$ cat src/rtl/shift_exec_pipe_pkg.sv
// Shared definitions for the shift execution pipe: operation encodings and default widths.
package shift_exec_pipe_pkg;

  localparam int DEF_OPERAND_WIDTH  = 16;
  localparam int DEF_SHAMT_WIDTH    = 4;
  localparam int DEF_NUM_OPERATIONS = 2;
  localparam int DEF_DEPTH          = 4;

  typedef enum logic [1:0] {
    OP_ROL = 2'b00,
    OP_SLL = 2'b01,
    OP_ROR = 2'b10,
    OP_SRL = 2'b11
  } shift_op_e;

endpackage

$ cat src/rtl/shift_barrel.sv
// Combinational barrel shifter: rotate left/right (amount modulo width) and zero-filling shifts.
module shift_barrel
  import shift_exec_pipe_pkg::*;
#(
  parameter int W  = DEF_OPERAND_WIDTH,
  parameter int SW = DEF_SHAMT_WIDTH
) (
  input  logic [W-1:0]  data_i,
  input  logic [SW-1:0] shamt_i,
  input  logic [1:0]    op_i,
  output logic [W-1:0]  data_o
);

  logic [31:0]  rot_amt;
  logic [31:0]  sh_amt;
  logic [W-1:0] rol_res;
  logic [W-1:0] ror_res;

  assign sh_amt  = 32'(shamt_i);
  assign rot_amt = sh_amt % 32'(W);
  // A zero rotate shifts the complementary half by W, which yields zero and leaves data intact.
  assign rol_res = (data_i << rot_amt) | (data_i >> (32'(W) - rot_amt));
  assign ror_res = (data_i >> rot_amt) | (data_i << (32'(W) - rot_amt));

  always_comb begin
    data_o = data_i;
    case (shift_op_e'(op_i))
      OP_ROL:  data_o = rol_res;
      OP_SLL:  data_o = data_i << sh_amt;
      OP_ROR:  data_o = ror_res;
      OP_SRL:  data_o = data_i >> sh_amt;
      default: data_o = data_i;
    endcase
  end

endmodule

$ cat src/rtl/shift_req_fifo.sv
// Request FIFO: power-of-two depth, combinational head read, occupancy count and full/empty flags.
module shift_req_fifo
  import shift_exec_pipe_pkg::*;
#(
  parameter int WIDTH = 22,
  parameter int DEPTH = DEF_DEPTH
) (
  input  logic                     clk,
  input  logic                     rst,
  input  logic                     push_i,
  input  logic                     pop_i,
  input  logic [WIDTH-1:0]         wdata_i,
  output logic [WIDTH-1:0]         rdata_o,
  output logic [$clog2(DEPTH):0]   count_o,
  output logic                     full_o,
  output logic                     empty_o
);

  localparam int AW = $clog2(DEPTH);

  logic [WIDTH-1:0] mem [DEPTH];
  logic [AW-1:0]    wr_ptr_q, wr_ptr_d;
  logic [AW-1:0]    rd_ptr_q, rd_ptr_d;
  logic [AW:0]      count_q, count_d;
  logic             do_push, do_pop;

  assign full_o  = (count_q == (AW+1)'(DEPTH));
  assign empty_o = (count_q == '0);
  assign do_push = push_i && !full_o;
  assign do_pop  = pop_i && !empty_o;
  assign rdata_o = mem[rd_ptr_q];
  assign count_o = count_q;

  always_comb begin
    wr_ptr_d = wr_ptr_q;
    rd_ptr_d = rd_ptr_q;
    count_d  = count_q;
    // Pointer width equals log2(DEPTH), so the increment wraps modulo DEPTH.
    if (do_push) wr_ptr_d = wr_ptr_q + 1'b1;
    if (do_pop)  rd_ptr_d = rd_ptr_q + 1'b1;
    case ({do_push, do_pop})
      2'b10:   count_d = count_q + 1'b1;
      2'b01:   count_d = count_q - 1'b1;
      default: count_d = count_q;
    endcase
  end

  always_ff @(posedge clk) begin
    if (rst) begin
      wr_ptr_q <= '0;
      rd_ptr_q <= '0;
      count_q  <= '0;
    end else begin
      wr_ptr_q <= wr_ptr_d;
      rd_ptr_q <= rd_ptr_d;
      count_q  <= count_d;
    end
  end

  always_ff @(posedge clk) begin
    if (!rst && do_push) mem[wr_ptr_q] <= wdata_i;
  end

endmodule

$ cat src/rtl/shift_exec_pipe.sv
// Shift execution pipe: request FIFO feeding a barrel shifter into a valid/ready result register.
module shift_exec_pipe
  import shift_exec_pipe_pkg::*;
#(
  parameter int OPERAND_WIDTH  = DEF_OPERAND_WIDTH,
  parameter int SHAMT_WIDTH    = DEF_SHAMT_WIDTH,
  parameter int NUM_OPERATIONS = DEF_NUM_OPERATIONS,
  parameter int DEPTH          = DEF_DEPTH
) (
  input  logic                      clk,
  input  logic                      rst,
  input  logic                      in_valid,
  output logic                      in_ready,
  input  logic [OPERAND_WIDTH-1:0]  In,
  input  logic [SHAMT_WIDTH-1:0]    ShAmt,
  input  logic [NUM_OPERATIONS-1:0] Oper,
  output logic                      out_valid,
  input  logic                      out_ready,
  output logic [OPERAND_WIDTH-1:0]  Out,
  output logic [$clog2(DEPTH):0]    count
);

  localparam int REQ_W = OPERAND_WIDTH + SHAMT_WIDTH + NUM_OPERATIONS;

  logic [REQ_W-1:0]          head;
  logic [OPERAND_WIDTH-1:0]  head_in;
  logic [SHAMT_WIDTH-1:0]    head_shamt;
  logic [NUM_OPERATIONS-1:0] head_oper;
  logic [OPERAND_WIDTH-1:0]  shift_res;
  logic                      fifo_full, fifo_empty;
  logic                      push, pop;
  logic                      out_valid_q, out_valid_d;
  logic [OPERAND_WIDTH-1:0]  out_q, out_d;

  // Full is judged on registered occupancy, so a pop never frees a slot in the same cycle.
  assign in_ready = !fifo_full;
  assign push     = in_valid && in_ready;
  assign pop      = !fifo_empty && (!out_valid_q || out_ready);
  assign {head_in, head_shamt, head_oper} = head;

  shift_req_fifo #(
    .WIDTH (REQ_W),
    .DEPTH (DEPTH)
  ) u_fifo (
    .clk     (clk),
    .rst     (rst),
    .push_i  (push),
    .pop_i   (pop),
    .wdata_i ({In, ShAmt, Oper}),
    .rdata_o (head),
    .count_o (count),
    .full_o  (fifo_full),
    .empty_o (fifo_empty)
  );

  shift_barrel #(
    .W  (OPERAND_WIDTH),
    .SW (SHAMT_WIDTH)
  ) u_barrel (
    .data_i  (head_in),
    .shamt_i (head_shamt),
    .op_i    (head_oper[1:0]),
    .data_o  (shift_res)
  );

  always_comb begin
    out_valid_d = out_valid_q;
    out_d       = out_q;
    if (pop) begin
      out_valid_d = 1'b1;
      out_d       = shift_res;
    end else if (out_ready) begin
      out_valid_d = 1'b0;
    end
  end

  always_ff @(posedge clk) begin
    if (rst) begin
      out_valid_q <= 1'b0;
      out_q       <= '0;
    end else begin
      out_valid_q <= out_valid_d;
      out_q       <= out_d;
    end
  end

  assign out_valid = out_valid_q;
  assign Out       = out_q;

endmodule

$ cat config.mk
export PLATFORM = sky130hd
export DESIGN_NAME = shift_exec_pipe
export DESIGN_NICKNAME = d
export VERILOG_FILES = /design/src/rtl/shift_exec_pipe_pkg.sv /design/src/rtl/shift_barrel.sv /design/src/rtl/shift_req_fifo.sv /design/src/rtl/shift_exec_pipe.sv
export SDC_FILE = /design/constraint.sdc
export NUM_CORES = 1
export LEC_CHECK = 0
export CAP_MARGIN = 20
export CORE_ASPECT_RATIO = 1.4
export CORE_MARGIN = 10
export CORE_UTILIZATION = 30
export DETAILED_ROUTE_END_ITERATION = 8
export PLACE_DENSITY = 0.45
export SLEW_MARGIN = 40
export SYNTH_ARGS = -nofsm -noshare
export SYNTH_HDL_FRONTEND = slang
export SYNTH_SLANG_ARGS = --single-unit
$ cat constraint.sdc
create_clock -name clk -period 8.4 [get_ports clk]
set_clock_uncertainty 0.05 [all_clocks]
set_input_delay 1.68 -clock clk [delete_from_list [all_inputs] [get_ports clk]]
set_output_delay 1.68 -clock clk [all_outputs]
set_load 0.02 [all_outputs]
==> impl_metrics.tcl, run 1 <==
set metrics [dict create \
    setup_viol 0 \
    crit_type "reg -> reg" \
    crit_path_end_kind "register" \
    synthSimpleGateAreaFrac_pct 9.243 \
    synthToLayoutAreaGrowth_pct 19.77 \
    arrival_ns 5.26 \
    start_kind "register" \
    clock_path_buffers 2 \
    synth.net_count 609 \
    layout_setup_ws_ns 3.397 \
    cts-resized-gates 0 \
    synth_compound_area_share_pct 13.08 \
    crit_required_ns 8.66 \
    synth_common_cells "88 x edfxtp_1, 49 x mux2i_1, 47 x nor2_1, 41 x mux4_2, 33 x mux2_2" \
    synthMuxAreaShare_pct 26.20 \
    clockRootBuffer "clkbuf_16" \
    yosys.cell_count.top_type "edfxtp_1" \
    dp_slack_ns 3.413 \
    n_antenna_cell 0 \
    vias_per_cell 5.810 \
    synth_top_area_cell "edfxtp_1" \
    synth_top_area_share_pct 37.54 \
    final-hold-violation-count 0 \
    clk_pin_slew_ns 0.06 \
    yosysSeqAreaShare_pct 44.93 \
    power.density_nw_per_um2 446.2 \
    synth_top_family_by_area "multiplexers" \
    synth_edf_count 88 \
    maxCapViolCount 0 \
    clock_latency_ns 0.43 \
    nFillCells 2255 \
    drtAntennaViolNets 0 \
    placementRows 66 \
    ir_drop_mv 0.1643 \
    leakagePower_nw 2.814 \
    clock-sinks 114 \
    drtPass1Iterations 5 \
    fin_crit_ns 5.003 \
    synth_flop_cell "edfxtp_1" \
    period_share_pct 59.56 \
    drc 0 \
    r2r-end "Out[15]" \
    grtUsageTotal_pct 15.47 \
    yosys.area_share.adder_pct 1.351 \
    hold_path_class "reg -> reg" \
    yosysWarningCount 0 \
    place_hpwl_um 16250 \
    cts_tree "yes" \
    numCtsBuffers 17 \
    rsz0062_at_grt "no" \
    max_freq_mhz 199.9 \
    yosys.area_share.xor_xnor_pct 1.244 \
    worst_pin_slew_ns 0.8307 \
    holdPathEnd "out_valid" \
    async_reset_ff_share_pct 0 \
    grt_overflow 0 \
    yosysUniqueCellTypes 70 \
    grt_antenna_before_repair 0 \
    synth_area_sq_um 7039 \
    tns_ns 0 \
    grt_pass1_vias 5436 \
    ioPinCount 47 \
    h-tree-depth 4 \
    min_from "out_valid" \
    holdPathStages 2 \
    synth-seq-cells 114 \
    hold_buffers 0 \
    grt_max_degree 50 \
    routed_wl_um 23230 \
    vias 5415 \
    cts_setup_buffers 0 \
    port_buffers 46 \
    die_x_um 149.5 \
    initial_utilization_pct 30.34 \
    dieHeight_um 201.2 \
    outcome "complete, no violations" \
    core_area_sq_um 23200 \
    drt-initial-drc-count 589 \
    syn_avg_cell_area_sq_um 12.22 \
    dieArea_sq_um 30080 \
    synth_cells 576 \
    gp_congestion 0.9472 \
    drive_gt1_share_pct 21.41 \
    r2r_setup_slack_ns 3.40 \
    slew_viol_final 0 \
    r2r_cells 11 \
    maxSlewHeadroom_pct 43.04 \
    wire_per_inst_um 24.93 \
    nets 646 \
    grt_pass1_wl_um 35230 \
    crit_fanout 35 \
    synth.area.top_cells "edfxtp_1 38%, mux4_2 13%, dfxtp_1 7.4%, mux2i_1 7.0%, mux2_2 5.3%" \
]
==> flip-flops by register name (all words and copies together), names as in the netlist, named ones only <==
signal,flops
u_fifo.wr_ptr_q,2
u_fifo.mem,88
u_fifo.rd_ptr_q,2
u_fifo.count_o,3
Out,16
out_valid,1
==> power breakdown <==
group	total (mW)	switching, mW	internal (mW)	leakage, nW
Combinational	2.25	1.38	0.875	1.49
Sequential	0.709	0.0295	0.679	1.01
Clock	0.798	0.271	0.527	0.313
==> stage by stage <==
stage	utilization, %	hold WS, ns	total power, mW	cells	instance area, sq um
CTS	36.32	0.4418	3.740	932	8427
detailed placement	33.55	0.4346	2.925	900	7786
global placement	33.48	0.4092	2.945	900	7770
floorplan	-	0.4192	2.275	576	7039
global route	36.33	0.4730	3.932	932	8431
finish	36.33	0.4302	3.761	932	8431
==> per-layer routing <==
layer  vias to the layer above  routed length [um]  global-route usage (%)
met2                       267               11260                   24.32
met4                         0                1171                   9.452
li1                       2379                   -                       -
met3                        69                1524                   3.548
met5                         -                   0                       0
met1                      2700                9274                   18.71
==> area by class of cell <==
class / instances / area [sq um] / area share, %
multi-input cells: 406 / 3618 / 42.92
flip-flops and latches: 114 / 3163 / 37.52
well taps: 306 / 382.9 / 4.541
clock buffers: 19 / 432.9 / 5.135
inverters: 12 / 45.04 / 0.5343
clock inverters: 13 / 207.7 / 2.464
repair buffers: 62 / 580.6 / 6.886
==> worst max-delay path by stage <==
stage,startpoint,slack [ns],endpoint
detailed placement,register,3.41,Out[15]
finish,register,3.40,Out[15]
floorplan,out_ready,4.49,u_fifo.count_o[2]
global placement,register,3.48,Out[15]
CTS,register,3.40,Out[15]
global route,register,3.03,Out[15]
==> placed cells by master, fill, tap and decap left out, types with 3 or more instances in the layout <==
cell	instances
a211oi_1	13
a21oi_1	17
a221oi_1	6
a22oi_1	4
a311oi_1	9
a31oi_1	6
and2_1	7
buf_4	16
bufinv_16	5
clkbuf_16	17
clkdlybuf4s50_1	46
clkinv_4	3
dfxtp_1	26
edfxtp_1	88
ha_1	6
inv_1	10
mux2_2	33
mux2i_1	46
mux2i_2	4
mux4_2	41
nand2_1	32
nand2b_1	5
nand3_1	14
nor2_1	46
nor2b_1	6
nor3_1	14
o211ai_1	8
o21ai_0	14
o21bai_1	3
o22ai_1	9
o31a_1	3
o31ai_1	4
o41ai_1	5
or3_1	3
xor2_1	3
==> logic make-up after synthesis <==
| logic type | Yosys count |
|---|---|
| adder cells (fa/ha/maj) | 7 |
| buffers and inverters | 56 |
| XOR/XNOR | 7 |
| AND/OR/NAND/NOR | 139 |
| flip-flops | 114 |
| multiplexers | 126 |
| AO/OA/AOI/OAI | 127 |
==> critical path, stage by stage (launching register included) <==
cell and delay (ns):
dfxtp_1 0.30, buf_4 0.40, mux4_2 0.74, clkinv_1 0.70, ha_1 0.51, inv_1 0.20, xnor2_4 0.13, buf_4 0.43
mux2_2 0.41, mux4_2 0.45, nand2b_1 0.15, a2111oi_0 0.37
Power figures use the tool's default switching activity.
==> run 2, diff against run 1 <==
clock period = 4.8 ns   (was 8.4 ns; I/O delays follow)
==> impl_metrics.tcl, run 2 (same netlist as run 1, synthesis figures left out) <==
set metrics [dict create \
    final-hold-violation-count 0 \
    ioPinCount 47 \
    power_mw 6.501 \
    clk_pin_slew_ns 0.06 \
    holdPathEnd "out_valid" \
    grt_pass1_wl_um 36160 \
    rsz0062_at_grt "no" \
    clock_path_buffers 2 \
    hold_path_class "reg -> reg" \
    r2r_setup_slack_ns 1.05 \
    drive_gt1_share_pct 21.89 \
    ir_drop_mv 0.3276 \
    cts_setup_buffers 0 \
    min_from "out_valid" \
    holdWs_ns 0.4302 \
    crit_required_ns 5.05 \
    max_freq_mhz 266.7 \
    drc 0 \
    cts-resized-gates 0 \
    core_area_sq_um 23200 \
    swShare_pct 45.82 \
    h-tree-depth 4 \
    worst_pin_slew_ns 0.8586 \
    dieArea_sq_um 30080 \
    slew_viol_final 0 \
    gp_congestion 0.9522 \
    clock_latency_ns 0.42 \
    grt_overflow 0 \
    tns_ns 0 \
    start_kind "register" \
    p_int_mw 3.522 \
    port_buffers 46 \
    crit_fanout 24 \
    crit_path_end_kind "register" \
    placed_area_sq_um 7856 \
    grtUsageTotal_pct 15.93 \
    maxCapViolCount 0 \
    maxSlewHeadroom_pct 41.12 \
    switchingPower_mw 2.979 \
    final_common_cell "edfxtp_1" \
    die_x_um 149.5 \
    largest_reg_flops 88 \
    cts_tree "yes" \
    place_hpwl_um 17580 \
    period_share_pct 78.12 \
    setup_viol 0 \
    p_clk_share_pct 18.3 \
    grt_max_degree 42 \
    grt_antenna_before_repair 0 \
    fin_crit_ns 3.750 \
    holdPathStages 2 \
    routed_wl_um 23820 \
    wire_per_inst_um 25.31 \
    outcome "complete, no violations" \
    clockRootBuffer "clkbuf_16" \
    grt_pass1_vias 5712 \
    p_comb_share_pct 62.3 \
    numCtsBuffers 17 \
    r2r-end "Out[2]" \
    clock-sinks 114 \
    initial_utilization_pct 30.34 \
    vias_per_cell 5.826 \
    layout_common_cells "88 x edfxtp_1, 48 x mux2i_1, 47 x nor2_1, 46 x clkdlybuf4s50_1, 41 x mux4_2" \
    power.density_nw_per_um2 773.5 \
    drtPass1Iterations 5 \
    drtAntennaViolNets 0 \
    placementRows 66 \
    synthToLayoutAreaGrowth_pct 19.39 \
    r2r_cells 7 \
    vias 5482 \
    top_register "u_fifo.mem" \
    drt-initial-drc-count 608 \
    n_antenna_cell 0 \
    crit_type "reg -> reg" \
    seq_power_share_pct 19.4 \
    nets 657 \
    arrival_ns 4.00 \
    hold_buffers 0 \
    design_area_sq_um 8404 \
    leakagePower_nw 2.831 \
    dieHeight_um 201.2 \
]
-- run 2: stage by stage --
step / cells / setup WS (ns) / utilization, %
final: 941 / 1.050 / 36.22
after global routing: 941 / 0.6598 / 36.22
after CTS: 941 / 1.001 / 36.22
after detailed placement: 911 / 1.013 / 33.86
after global placement: 911 / 1.032 / 33.84
after floorplan: 576 / 0.9585 / -
-- run 2: worst max path at each step --
stage                   from       to  slack (ns)
floorplan           register  Out[15]        0.96
global route        register   Out[2]        0.66
CTS                 register   Out[2]        1.00
global placement    register   Out[2]        1.03
detailed placement  register   Out[2]        1.01
finish              register   Out[2]        1.05
-- run 2: power groups by stage --
stage / clock network, mW / registers (mW) / logic (mW)
CTS: 1.22 / 1.26 / 3.98
floorplan: 0 / 1.32 / 2.66
global placement: 0 / 1.28 / 4.02
detailed placement: 0 / 1.28 / 3.96
global route: 1.27 / 1.28 / 4.27
finish: 1.19 / 1.26 / 4.05
-- run 2: worst max-delay path: stages (launching register included) --
cell and delay [ns]:
dfxtp_1 0.57, buf_4 0.33, mux4_2 0.78, nor4_2 0.44
or2_1 0.41, mux4_2 0.56, a2111oi_1 0.41, nor3_1 0.08
-- run 2: cell type report --
class,count,area (sq um)
Clock buffer,18,429.2
Clock inverter,12,118.9
Fill cell,2295,14800
Inverter,12,45.04
Multi-Input combinational cell,406,3602
Sequential cell,114,3163
Tap cell,306,382.9
Timing Repair Buffer,73,663.1
-- run 2: routing by layer --
| layer | vias to the layer above | share of wire, % | global-route usage [%] |
|---|---|---|---|
| met5 | - | 0 | 0 |
| met4 | 0 | 7.2 | 12.02 |
| met1 | 2716 | 39 | 18.23 |
| met2 | 280 | 49 | 25.71 |
| li1 | 2396 | - | - |
| met3 | 90 | 5.3 | 2.919 |
==> run 3, diff against run 2 <==
clock period = 3.75 ns   (was 4.8 ns; I/O delays follow)
==> impl_metrics.tcl, run 3 (same netlist as run 1, synthesis figures left out) <==
set metrics [dict create \
    worst_pin_slew_ns 0.7991 \
    numCtsBuffers 17 \
    vias 5507 \
    placed_cells 927 \
    power_mw 8.402 \
    fin_crit_ns 3.426 \
    min_from "out_valid" \
    crit_fanout 18 \
    clock_path_buffers 2 \
    design_area_sq_um 8516 \
    grt_pass1_vias 5741 \
    cts-resized-gates 0 \
    hold_buffers 0 \
    r2r_setup_slack_ns 0.32 \
    routed_wl_um 24170 \
    start_kind "register" \
    final_common_cell "edfxtp_1" \
    r2r-end "Out[2]" \
    cp_top_family "multiplexers" \
    layout_common_cells "88 x edfxtp_1, 49 x mux2i_1, 47 x nor2_1, 46 x clkdlybuf4s50_1, 42 x buf_4" \
    dieArea_sq_um 30080 \
    setup_viol 0 \
    synthToLayoutAreaGrowth_pct 20.97 \
    holdPathStages 2 \
    grt_max_degree 46 \
    grt_overflow 0 \
    leakagePower_nw 2.897 \
    crit_required_ns 4.00 \
    placementRows 66 \
    port_buffers 46 \
    crit_path_max_incr_delay_ns 0.54 \
    drt-initial-drc-count 739 \
    hold_path_class "reg -> reg" \
    n_antenna_cell 0 \
    r2r_cells 10 \
    cp_slowest_cell "mux4_2" \
    clock-sinks 114 \
    arrival_ns 3.67 \
    die_x_um 149.5 \
    drtPass1Iterations 6 \
    place_hpwl_um 17800 \
    maxSlewHeadroom_pct 46.62 \
    top_register "u_fifo.mem" \
    ir_drop_mv 0.3797 \
    power.density_nw_per_um2 986.6 \
    h-tree-depth 4 \
    drive_gt1_share_pct 23.31 \
    drtAntennaViolNets 0 \
    cts_tree "yes" \
    final_core_util_pct 36.70 \
    stdcell_count 958 \
    crit_chain "mux4_2 > inv_1 > ha_1 > inv_1 > xnor2_4 > buf_4 > mux2i_1 > mux4_2 > a2111oi_1 > nor3_1" \
    final-hold-violation-count 0 \
    outcome "complete, no violations" \
    slew_viol_final 0 \
    gp_congestion 1.051 \
    grtUsageTotal_pct 16.35 \
    grt_antenna_before_repair 0 \
    holdWs_ns 0.4236 \
    ioPinCount 47 \
    holdPathEnd "out_valid" \
    clock_latency_ns 0.42 \
    rsz0062_at_grt "no" \
    maxCapViolCount 0 \
    initial_utilization_pct 30.34 \
    vias_per_cell 5.748 \
    max_freq_mhz 291.9 \
    crit_path_end_kind "register" \
    core_area_sq_um 23200 \
    grt_pass1_wl_um 37090 \
    nets 673 \
    period_share_pct 91.36 \
    cts_setup_buffers 0 \
    clockRootBuffer "clkbuf_16" \
    placed_area_sq_um 7985 \
    cp_num_buf_inv 3 \
    dp_slack_ns 0.3709 \
    dieHeight_um 201.2 \
    wire_per_inst_um 25.23 \
    layout_setup_ws_ns 0.3241 \
    tns_ns 0 \
    largest_reg_flops 88 \
    clk_pin_slew_ns 0.06 \
    crit_type "reg -> reg" \
    drc 0 \
]
-- run 3: changes by cell type in the layout (fill, tap and decap cells not counted) --
cell and delta:
clkinv_1 +4, bufinv_16 -1, a211oi_1 -1, buf_12 +1
buf_4 +15, mux2i_2 -1, clkinvlp_4 +1, clkinv_2 -3
a211oi_2 +1, mux2i_1 +1
-- run 3: power breakdown --
| part | internal [mW] | switching [mW] |
|---|---|---|
| clock | 0.890 | 0.574 |
| sequential | 1.52 | 0.0762 |
| combinational | 2.15 | 3.19 |
| total | 4.56 | 3.84 |
-- run 3: layer usage --
metal	wire length (um)	track usage (%)
met1	9182	18.34
met2	12050	26.82
met3	1320	3.930
met4	1618	10.86
met5	0	0
-- run 3: area by class of cell --
| class | instances | area (sq um) |
|---|---|---|
| fill | 2262 | 14690 |
| tap | 306 | 382.9 |
| clock buffer | 18 | 429.2 |
| sequential | 114 | 3163 |
| multi-input combinational | 406 | 3603 |
| clock inverter | 13 | 96.34 |
| timing repair buffer | 89 | 795.8 |
| inverter | 12 | 45.04 |
-- run 3: worst min-delay path: cells and delay by family (launching register included) --
kind	cells	cell delay, ns
and+or+nand+nor	1	0.06
DFF	1	0.32
AOI/OAI and AO/OA	1	0.05
-- run 3: worst max path at each step --
stage          startpoint       to  slack (ns)  cells after the start
2_1_floorplan    register  Out[15]       -0.06                     13
5_1_grt          register   Out[2]        0.06                     10
6_report         register   Out[2]        0.32                     10
3_3_place_gp     register   Out[2]        0.49                     10
3_5_place_dp     register   Out[2]        0.37                     10
4_1_cts          register   Out[2]        0.36                     10
